--- config.mk ---
export PLATFORM = sky130hd
export DESIGN_NAME = boron_dec_core
export DESIGN_NICKNAME = d
export VERILOG_FILES = /design/src/rtl/boron_pkg.sv /design/src/rtl/boron_inv_round.sv /design/src/rtl/boron_dec_core.sv
export SDC_FILE = /design/constraint.sdc
export NUM_CORES = 1
export LEC_CHECK = 0
export CORE_ASPECT_RATIO = 0.5
export CORE_UTILIZATION = 25
export CTS_BUF_LIST = sky130_fd_sc_hd__clkbuf_16
export DETAILED_ROUTE_END_ITERATION = 8
export PLACE_DENSITY = 0.52
export SETUP_SLACK_MARGIN = 0.2
export SLEW_MARGIN = 20
export SYNTH_ARGS = -nofsm -noshare
export SYNTH_HDL_FRONTEND = slang
export SYNTH_SLANG_ARGS = --single-unit
--- constraint.sdc ---
create_clock -name clk -period 2.15 [get_ports clk]
set_input_delay 0.43 -clock clk [delete_from_list [all_inputs] [get_ports clk]]
set_output_delay 0.43 -clock clk [all_outputs]
set_load 0.01 [all_outputs]
--- src/rtl/boron_pkg.sv ---
`default_nettype none
//============================================================================
// Module      : boron_pkg
// Description : Shared definitions for the Boron block decryptor: S-box
//               tables, per-word rotation amounts, default round count,
//               FSM state encoding and a 16-bit rotate helper.
// Revision    : 1.0 - initial release
//============================================================================
package boron_pkg;

   localparam int DEFAULT_ROUNDS = 25;

   // Per-word rotation amounts of the forward round (left); the inverse
   // round rotates right by the same amounts.
   localparam int ROT_W0 = 1;
   localparam int ROT_W1 = 4;
   localparam int ROT_W2 = 7;
   localparam int ROT_W3 = 9;

   localparam logic [3:0] SBOX [16] = '{
      4'hE, 4'h4, 4'hB, 4'h1, 4'h7, 4'h9, 4'hC, 4'hA,
      4'hD, 4'h2, 4'h0, 4'hF, 4'h8, 4'h5, 4'h3, 4'h6
   };

   localparam logic [3:0] INV_SBOX [16] = '{
      4'hA, 4'h3, 4'h9, 4'hE, 4'h1, 4'hD, 4'hF, 4'h4,
      4'hC, 4'h5, 4'h7, 4'h2, 4'h6, 4'h8, 4'h0, 4'hB
   };

   typedef enum logic [1:0] {
      ST_IDLE  = 2'd0,
      ST_ROUND = 2'd1,
      ST_DONE  = 2'd2
   } state_e;

   // Rotate a 16-bit word right by a constant amount (1..15).
   function automatic logic [15:0] rotr16(input logic [15:0] x, input int n);
      return (x >> n) | (x << (16 - n));
   endfunction

endpackage : boron_pkg
`default_nettype wire

--- src/rtl/boron_inv_round.sv ---
`default_nettype none
//============================================================================
// Module      : boron_inv_round
// Description : One combinational Boron inverse round:
//               unmix (W1^=W0, W3^=W2), rotate right, byte swap,
//               inverse S-box on every nibble, key XOR.
// Ports       : state_i [63:0] - input state {W3,W2,W1,W0}
//               key_i   [63:0] - round key
//               state_o [63:0] - output state
// Revision    : 1.0 - initial release
//============================================================================
module boron_inv_round
   import boron_pkg::*;
(
   input  logic [63:0] state_i,
   input  logic [63:0] key_i,
   output logic [63:0] state_o
);

   logic [15:0] w_mix [4];
   logic [15:0] w_rot [4];
   logic [63:0] w_swap;
   logic [63:0] w_sub;

   always_comb begin
      // Forward mixing ran W1^=W0 then W3^=W2; W0 and W2 are untouched by
      // it, so both XORs undo independently on the incoming words.
      w_mix[0] = state_i[15:0];
      w_mix[1] = state_i[31:16] ^ state_i[15:0];
      w_mix[2] = state_i[47:32];
      w_mix[3] = state_i[63:48] ^ state_i[47:32];

      w_rot[0] = rotr16(w_mix[0], ROT_W0);
      w_rot[1] = rotr16(w_mix[1], ROT_W1);
      w_rot[2] = rotr16(w_mix[2], ROT_W2);
      w_rot[3] = rotr16(w_mix[3], ROT_W3);

      w_swap = {w_rot[3][7:0], w_rot[3][15:8],
                w_rot[2][7:0], w_rot[2][15:8],
                w_rot[1][7:0], w_rot[1][15:8],
                w_rot[0][7:0], w_rot[0][15:8]};

      w_sub = '0;
      for (int i = 0; i < 16; i++) begin
         w_sub[i*4 +: 4] = INV_SBOX[w_swap[i*4 +: 4]];
      end

      state_o = w_sub ^ key_i;
   end

endmodule : boron_inv_round
`default_nettype wire

--- src/rtl/boron_dec_core.sv ---
`default_nettype none
//============================================================================
// Module      : boron_dec_core
// Description : Iterative Boron block decryptor, one inverse round per
//               clock, round keys fetched from an external key store.
// Ports       : clk, rst              - clock / async active-high reset
//               in_valid/in_ready     - ciphertext handshake
//               in_data   [63:0]      - ciphertext {W3,W2,W1,W0}
//               rk_idx    [4:0]       - round-key index (state decode)
//               rk_data   [63:0]      - round key for rk_idx, same cycle
//               out_valid/out_ready   - plaintext handshake
//               out_data  [63:0]      - plaintext
// Revision    : 1.0 - initial release
//============================================================================
module boron_dec_core
   import boron_pkg::*;
#(
   parameter int ROUNDS = DEFAULT_ROUNDS
)
(
   input  logic        clk,
   input  logic        rst,
   input  logic        in_valid,
   output logic        in_ready,
   input  logic [63:0] in_data,
   output logic [4:0]  rk_idx,
   input  logic [63:0] rk_data,
   output logic        out_valid,
   input  logic        out_ready,
   output logic [63:0] out_data
);

   localparam logic [4:0] C_LAST_IDX  = 5'(ROUNDS);
   localparam logic [4:0] C_FIRST_RND = 5'(ROUNDS - 1);

   state_e      st_q,  st_d;
   logic [4:0]  rnd_q, rnd_d;
   logic [63:0] blk_q, blk_d;
   logic [63:0] w_round_out;

   boron_inv_round u_inv_round (
      .state_i (blk_q),
      .key_i   (rk_data),
      .state_o (w_round_out)
   );

   always_ff @(posedge clk or posedge rst) begin
      if (rst) begin
         st_q  <= ST_IDLE;
         rnd_q <= '0;
         blk_q <= '0;
      end else begin
         st_q  <= st_d;
         rnd_q <= rnd_d;
         blk_q <= blk_d;
      end
   end

   always_comb begin
      st_d      = st_q;
      rnd_d     = rnd_q;
      blk_d     = blk_q;
      in_ready  = 1'b0;
      out_valid = 1'b0;
      out_data  = '0;
      rk_idx    = C_LAST_IDX;

      case (st_q)
         ST_IDLE: begin
            in_ready = 1'b1;
            rk_idx   = C_LAST_IDX;
            // Load only on a real accept so an undriven bus never reaches
            // the state register.
            if (in_valid) begin
               blk_d = in_data ^ rk_data;
               rnd_d = C_FIRST_RND;
               st_d  = ST_ROUND;
            end
         end
         ST_ROUND: begin
            rk_idx = rnd_q;
            blk_d  = w_round_out;
            if (rnd_q == 5'd0) begin
               st_d = ST_DONE;
            end else begin
               rnd_d = rnd_q - 5'd1;
            end
         end
         ST_DONE: begin
            out_valid = 1'b1;
            out_data  = blk_q;
            rk_idx    = 5'd0;
            if (out_ready) begin
               st_d = ST_IDLE;
            end
         end
         default: begin
            st_d = ST_IDLE;
         end
      endcase
   end

endmodule : boron_dec_core
`default_nettype wire

**Word-level counts from Yosys, hierarchy flattened**

Memory sizes are Yosys's and may differ from the RTL's.
Cells that the tools add are included.

- Bits in read-only memories: 1024
- Flip-flop bits (word level): 71
- Memories: 16
- Logic and storage cells: 117
- Latch bits: 0
- RAM bits: 0
- Output and inout bits: 71

Memories:

| memory | words | bits a word | rd ports | clocked after memory_dff | write ports | RTL line | text |
|---|---|---|---|---|---|---|---|
| (name not given) | 16 | 4 | 1 | 0 | 0 | boron_inv_round.sv:45 | `w_sub[i*4 +: 4] = INV_SBOX[w_swap[i*4 +: 4]];` |
| (name not given) | 16 | 4 | 1 | 0 | 0 | boron_inv_round.sv:45 |  |
| (name not given) | 16 | 4 | 1 | 0 | 0 | boron_inv_round.sv:45 |  |
| (name not given) | 16 | 4 | 1 | 0 | 0 | boron_inv_round.sv:45 |  |
| (name not given) | 16 | 4 | 1 | 0 | 0 | boron_inv_round.sv:45 |  |
| (name not given) | 16 | 4 | 1 | 0 | 0 | boron_inv_round.sv:45 |  |
| 10 more memories | -- | -- | -- | -- | -- | -- |  |

- Magnitude comparators: 16
- Divide/modulo/power cells: 0
- Reduce and logical (&&, ||, !) cells: 6
- Add/sub/neg operators: 1
- Bitwise gates (word level): 24
- Muxes and demuxes: 45
- Multiply operators: 0
- Equal/unequal tests: 6
- Shifts and indexed selects: 0

Operators with widths:

| kind | number |
|---|---|
| $mux 4 | 32 |
| $mux 64 | 2 |
| $pmux 64 s2 | 1 |
| $xor 64x64->64 | 2 |
| $ge 5x5->1 const B | 16 |
| $not 4->5 | 16 |
| $xor 16x16->16 | 2 |
| $pmux 5 s2 | 2 |
| $or 12x16->16 | 1 |
| $or 15x16->16 | 1 |
| $or 7x16->16 | 1 |
| $or 9x16->16 | 1 |
| $mux 5 | 2 |
| $ne 2x2->1 const B | 4 |
| $mux 2 | 3 |
| $pmux 2 s3 | 1 |
| $reduce_and 3->1 | 2 |
| $logic_not 5->1 | 1 |
| $sub 5x1->5 const B | 1 |
| $eq 2x1->1 const B | 1 |
| $eq 2x2->1 const B | 1 |
| $logic_not 2->1 | 1 |
| $mux 1 | 2 |
| $reduce_and 2->1 | 1 |
| $reduce_bool 2->1 | 1 |

**Longest topological paths before layout**

- Word-level depth: 8
- Gate-level depth with buffers: 9
- Depth with buffers taken out: 8

**By module**

A second synthesis with hierarchy kept.

- Cells, all modules: 946
- Area, all modules: 8225.4 um^2

Modules (own cells, without submodules):

| module | sequential area each (um^2) | area each (um^2) | instances | cells each |
|---|---|---|---|---|
| boron_dec_core | 1776.7 | 4241.6 | 1 | 476 |
| boron_inv_round | 0.0 | 3983.8 | 1 | 470 |

**Worst setup path before layout**

Ideal clock, no wire load.

- Kind: register to register
- Start point: reg blk_q[46]
- End point: reg blk_q[61]
- Slack: 178 ps
- Stages on the path, launching flop included: 9
- Setup time: 130 ps
- Data required time: 2020 ps
- Clock period less this slack: 1972 ps
- Data arrival time: 1842 ps
- Cells stage by stage: dfrtp_1 buf_4 xnor2_2 inv_1 ha_1 mux4_2 a21oi_2 xnor2_1 o21ai_1

- Longest elaborated chain between the ends: 8

RTL lines:

| element | RTL line | text |
|---|---|---|
| start, declared | boron_dec_core.sv:38 | `logic [63:0] blk_q, blk_d;` |
| start signal, assigned | boron_dec_core.sv:55 | `blk_q <= blk_d;` |
| $xor 16x16->16 | boron_inv_round.sv:31 | `w_mix[3] = state_i[63:48] ^ state_i[47:32];` |
| $or 7x16->16 | boron_pkg.sv:38 | `return (x >> n) \| (x << (16 - n));` |
| $not 4->5 (not written as such) | boron_inv_round.sv:45 |  |
| $mem_v2 16x4 | -- |  |
| $mux 4 (not written as such) (2 in series) | boron_inv_round.sv:45 |  |
| $xor 64x64->64 | boron_inv_round.sv:48 | `state_o = w_sub ^ key_i;` |
| $pmux 64 s2 | boron_dec_core.sv:68 | `case (st_q)` |

Every way passes these cells. The select of a mux whose other input is x is not followed.
A chain may end at the register's enable or synchronous reset.

**Worst setup path after layout**

- Start point: reg st_q[1]
- End point: out out_data[41]

- Longest elaborated chain between the ends: 2

RTL lines:

| element | RTL line | text |
|---|---|---|
| start, declared | boron_dec_core.sv:36 | `state_e st_q, st_d;` |
| start signal, assigned | boron_dec_core.sv:53 | `st_q <= st_d;` |
| $eq 2x2->1 | boron_dec_core.sv:68 |  |
| $mux 64 | boron_dec_core.sv:68 |  |
| end, declared | boron_dec_core.sv:30 | `output logic [63:0] out_data` |

Every way passes these cells.

==> run metrics <==
Total Power=22.5 mW; combinational power share=78.5%; Synth Area in Adders=12.6%; Net count, final=1434; Fin Hold WS=528 ps; antenna violations before repair=2; Gate Count Post-Synth=960; Power Internal=11.5 mW; Max-Cap Viols=0; CTS buffer count=9; hpwl dp=21700 µm; Initial Util=25.6%; fin crit share=98.2%; Synth Area in Compound Gates=16.2%; total track usage=17.5%; final worst slack=38.9 ps; VDD IR max=0.630 mV; layout overhead on the synthesized area=50.8%; sw frac=48.7%; commonest cells after routing, fill and taps aside=133 x clkdlybuf4s50_1, 101 x nand2_1, 76 x buf_4; Cell Area, Placed=11000 µm²; Crit. End Element=output pin; Main synth FF type=dfrtp_1; Routed WL per cell=18.0 µm; kind of critical path=reg2out; Synth Area in Simple Gates=21.0%; core region area=31900 µm²; Setup Total Neg Slack=0 ps; largest family of logic cells by synthesized area=simple AND/OR/NAND/NOR gates; pre-CTS WS=-14.0 ps; Vias=7983; Placer Congestion=0.835; Crit path arrival time=1680 ps; status=finished clean; yosys warns=0; slowest stage delay, CP=420 ps; P_leak=5.21 nW; H-tree depth=3; CTS Hold Bufs=0; clk sinks=71; clock skew=7.80 ps; Boundary Pins=203; Final Critical Period=2110 ps; number of routed nets with antenna violations=0; syn_nets=1174; Clock Latency Late Sink=350 ps; chip width=257 µm; Final Hold Viols=0; pwr dens=1830 nW/µm²; Syn Std Cell Area=8150 µm²; DRC Markers=0; mux cell area share after synthesis=9.98%; Post-Syn Area per Cell=8.49 µm²; number of global-route vias before repair=8049; Reg clk slew, reported paths=60 ps; iteration count of the initial detailed-routing pass=5; share of cells above drive strength 1=27.8%; CP cell instances=nand2b_4 > inv_8 > buf_6 > buf_12 > buf_12 > buf_6 > and2_4 > buf_6; Req. time, crit path=1720 ps; worst path bufs/invs=6; Yosys reg bits=71; xor/xnor cell area share of the yosys netlist=11.3%; register area share after synthesis=21.8%; CTS tree=built; drt first-iter violations=450; setup violators final=0; Slew Viols, Final=0; DIE HEIGHT=130 µm; CP startpoint kind=flop; max_slew headroom=64.9%; FFs w/ async S/R, synth=100%; type of the most critical hold path=reg2reg; Slowest cell on crit path=dfrtp_1; Bufs on Longest Clock Path=2; Post-Route WL=29800 µm; CP top delay family=buffers and inverters; commonest non-fill, non-tap cell in the layout=clkdlybuf4s50_1; sequential power share=14.9%; RSZ-0062 raised after global routing=true; first-pass GRT wire length=44900 µm; clock power share=6.6%; grt total ovfl=0; Yosys cell types=64; DIE AREA=33400 µm²; Vias/cell=4.81; Fmax=474 MHz; pin slew with the least headroom to its limit=527 ps; EDFF count, synth=0; most used cell, CP=buf_6; largest net degree at the start of global routing=72; Final Cell Area=12300 µm²; number of port buffers=202; worst-path fanout max=10; Root Driver=clkbuf_16; # rows=46; sw power=11.0 mW
-- cell families after synthesis --
| kind of cell | after synthesis |
|---|---|
| multiplexers | 53 |
| XOR/XNOR | 88 |
| flip-flops | 71 |
| buffers and inverters | 138 |
| AND/OR/NAND/NOR | 325 |
| AO/OA/AOI/OAI | 203 |
| adder cells (fa/ha/maj) | 82 |
-- what timing repair did --
| item | CTS | global route |
|---|---|---|
| endpoints found under the setup margin | 90 | 113 |
| pin swaps | 8 | 37 |
| resized for setup | 280 | 131 |
| cloned | 4 | 1 |
| setup buffers | 17 | 20 |
-- layout make-up --
type	count	area, µm²
multi-input cells	751	6300
inverters	79	313
repair buffers	308	3060
clock inverters	7	55.1
flip-flops and latches	71	1790
clock buffers	9	225
diodes	2	5.00
fillers	3222	19600
well taps	432	541
-- per-layer routing --
metal	global-route usage [%]	vias up	wire length [µm]
li1	-	3886	-
met1	20.7	3925	12800
met2	32.6	141	15700
met3	2.60	31	775
met4	5.60	0	566
met5	0	-	0
-- worst min-delay path, delay by kind of cell (launching register included) --
| kind | cells | cell delay (ps) |
|---|---|---|
| AND/OR/NAND/NOR | 1 | 50 |
| flip-flops | 1 | 370 |
| AO/OA/AOI/OAI | 1 | 60 |
-- synth_stat cells, drive strengths merged, types with 7 or more instances --
cell,count,area share (%)
nand3b,9,0.83
nand2,101,4.7
nor2,62,2.9
nand3,20,1.3
inv,79,3.6
mux2i,28,3.4
a31oi,16,1.2
o21ai,71,4.4
a211oi,21,1.9
xnor2,43,5.5
or4,9,0.83
and2,55,4.2
ha,82,13
xor2,45,5.8
a21oi,23,1.5
buf,34,2.3
o31ai,11,1.1
nor3,10,0.68
clkbuf,25,1.2
dfrtp,71,22
mux4,22,6.1
o211ai,28,2.6
nand4,7,0.54
nor4b,25,2.7
-- worst paths after layout --
check                                            from                    end  slack, ps  cells after the start
worst max-delay path              st_q[1]$_DFFE_PP0P_           out_data[41]         40                      8
worst min-delay path            blk_q[40]$_DFFE_PP0P_  blk_q[40]$_DFFE_PP0P_        530                      2
worst max register to register  blk_q[61]$_DFFE_PP0P_  blk_q[61]$_DFFE_PP0P_        180                      7
worst min register to register  blk_q[40]$_DFFE_PP0P_  blk_q[40]$_DFFE_PP0P_        530                      2
max in group asynchronous                         rst   blk_q[1]$_DFFE_PP0P_       1190                      3
min in group asynchronous                         rst  blk_q[38]$_DFFE_PP0P_        540                      3
-- flip-flops by register name (all words and copies together) (netlist names) --
| signal | cells |
|---|---|
| blk_q | 64 |
| rnd_q | 5 |
| st_q | 2 |
-- power groups by stage --
stage	clock network [mW]	logic [mW]	registers, mW
detailed placement	0	15.6	3.21
finish	1.49	17.6	3.35
global route	1.60	19.6	3.45
floorplan	0	11.2	2.89
CTS	1.54	16.2	3.23
global placement	0	15.1	3.18
-- stage by stage --
stage	cells	util (%)
global placement	1599	34.6
finish	1659	38.5
detailed placement	1599	34.6
CTS	1636	36.8
floorplan	960	-
global route	1659	38.5
Power figures use the tool's default switching activity.
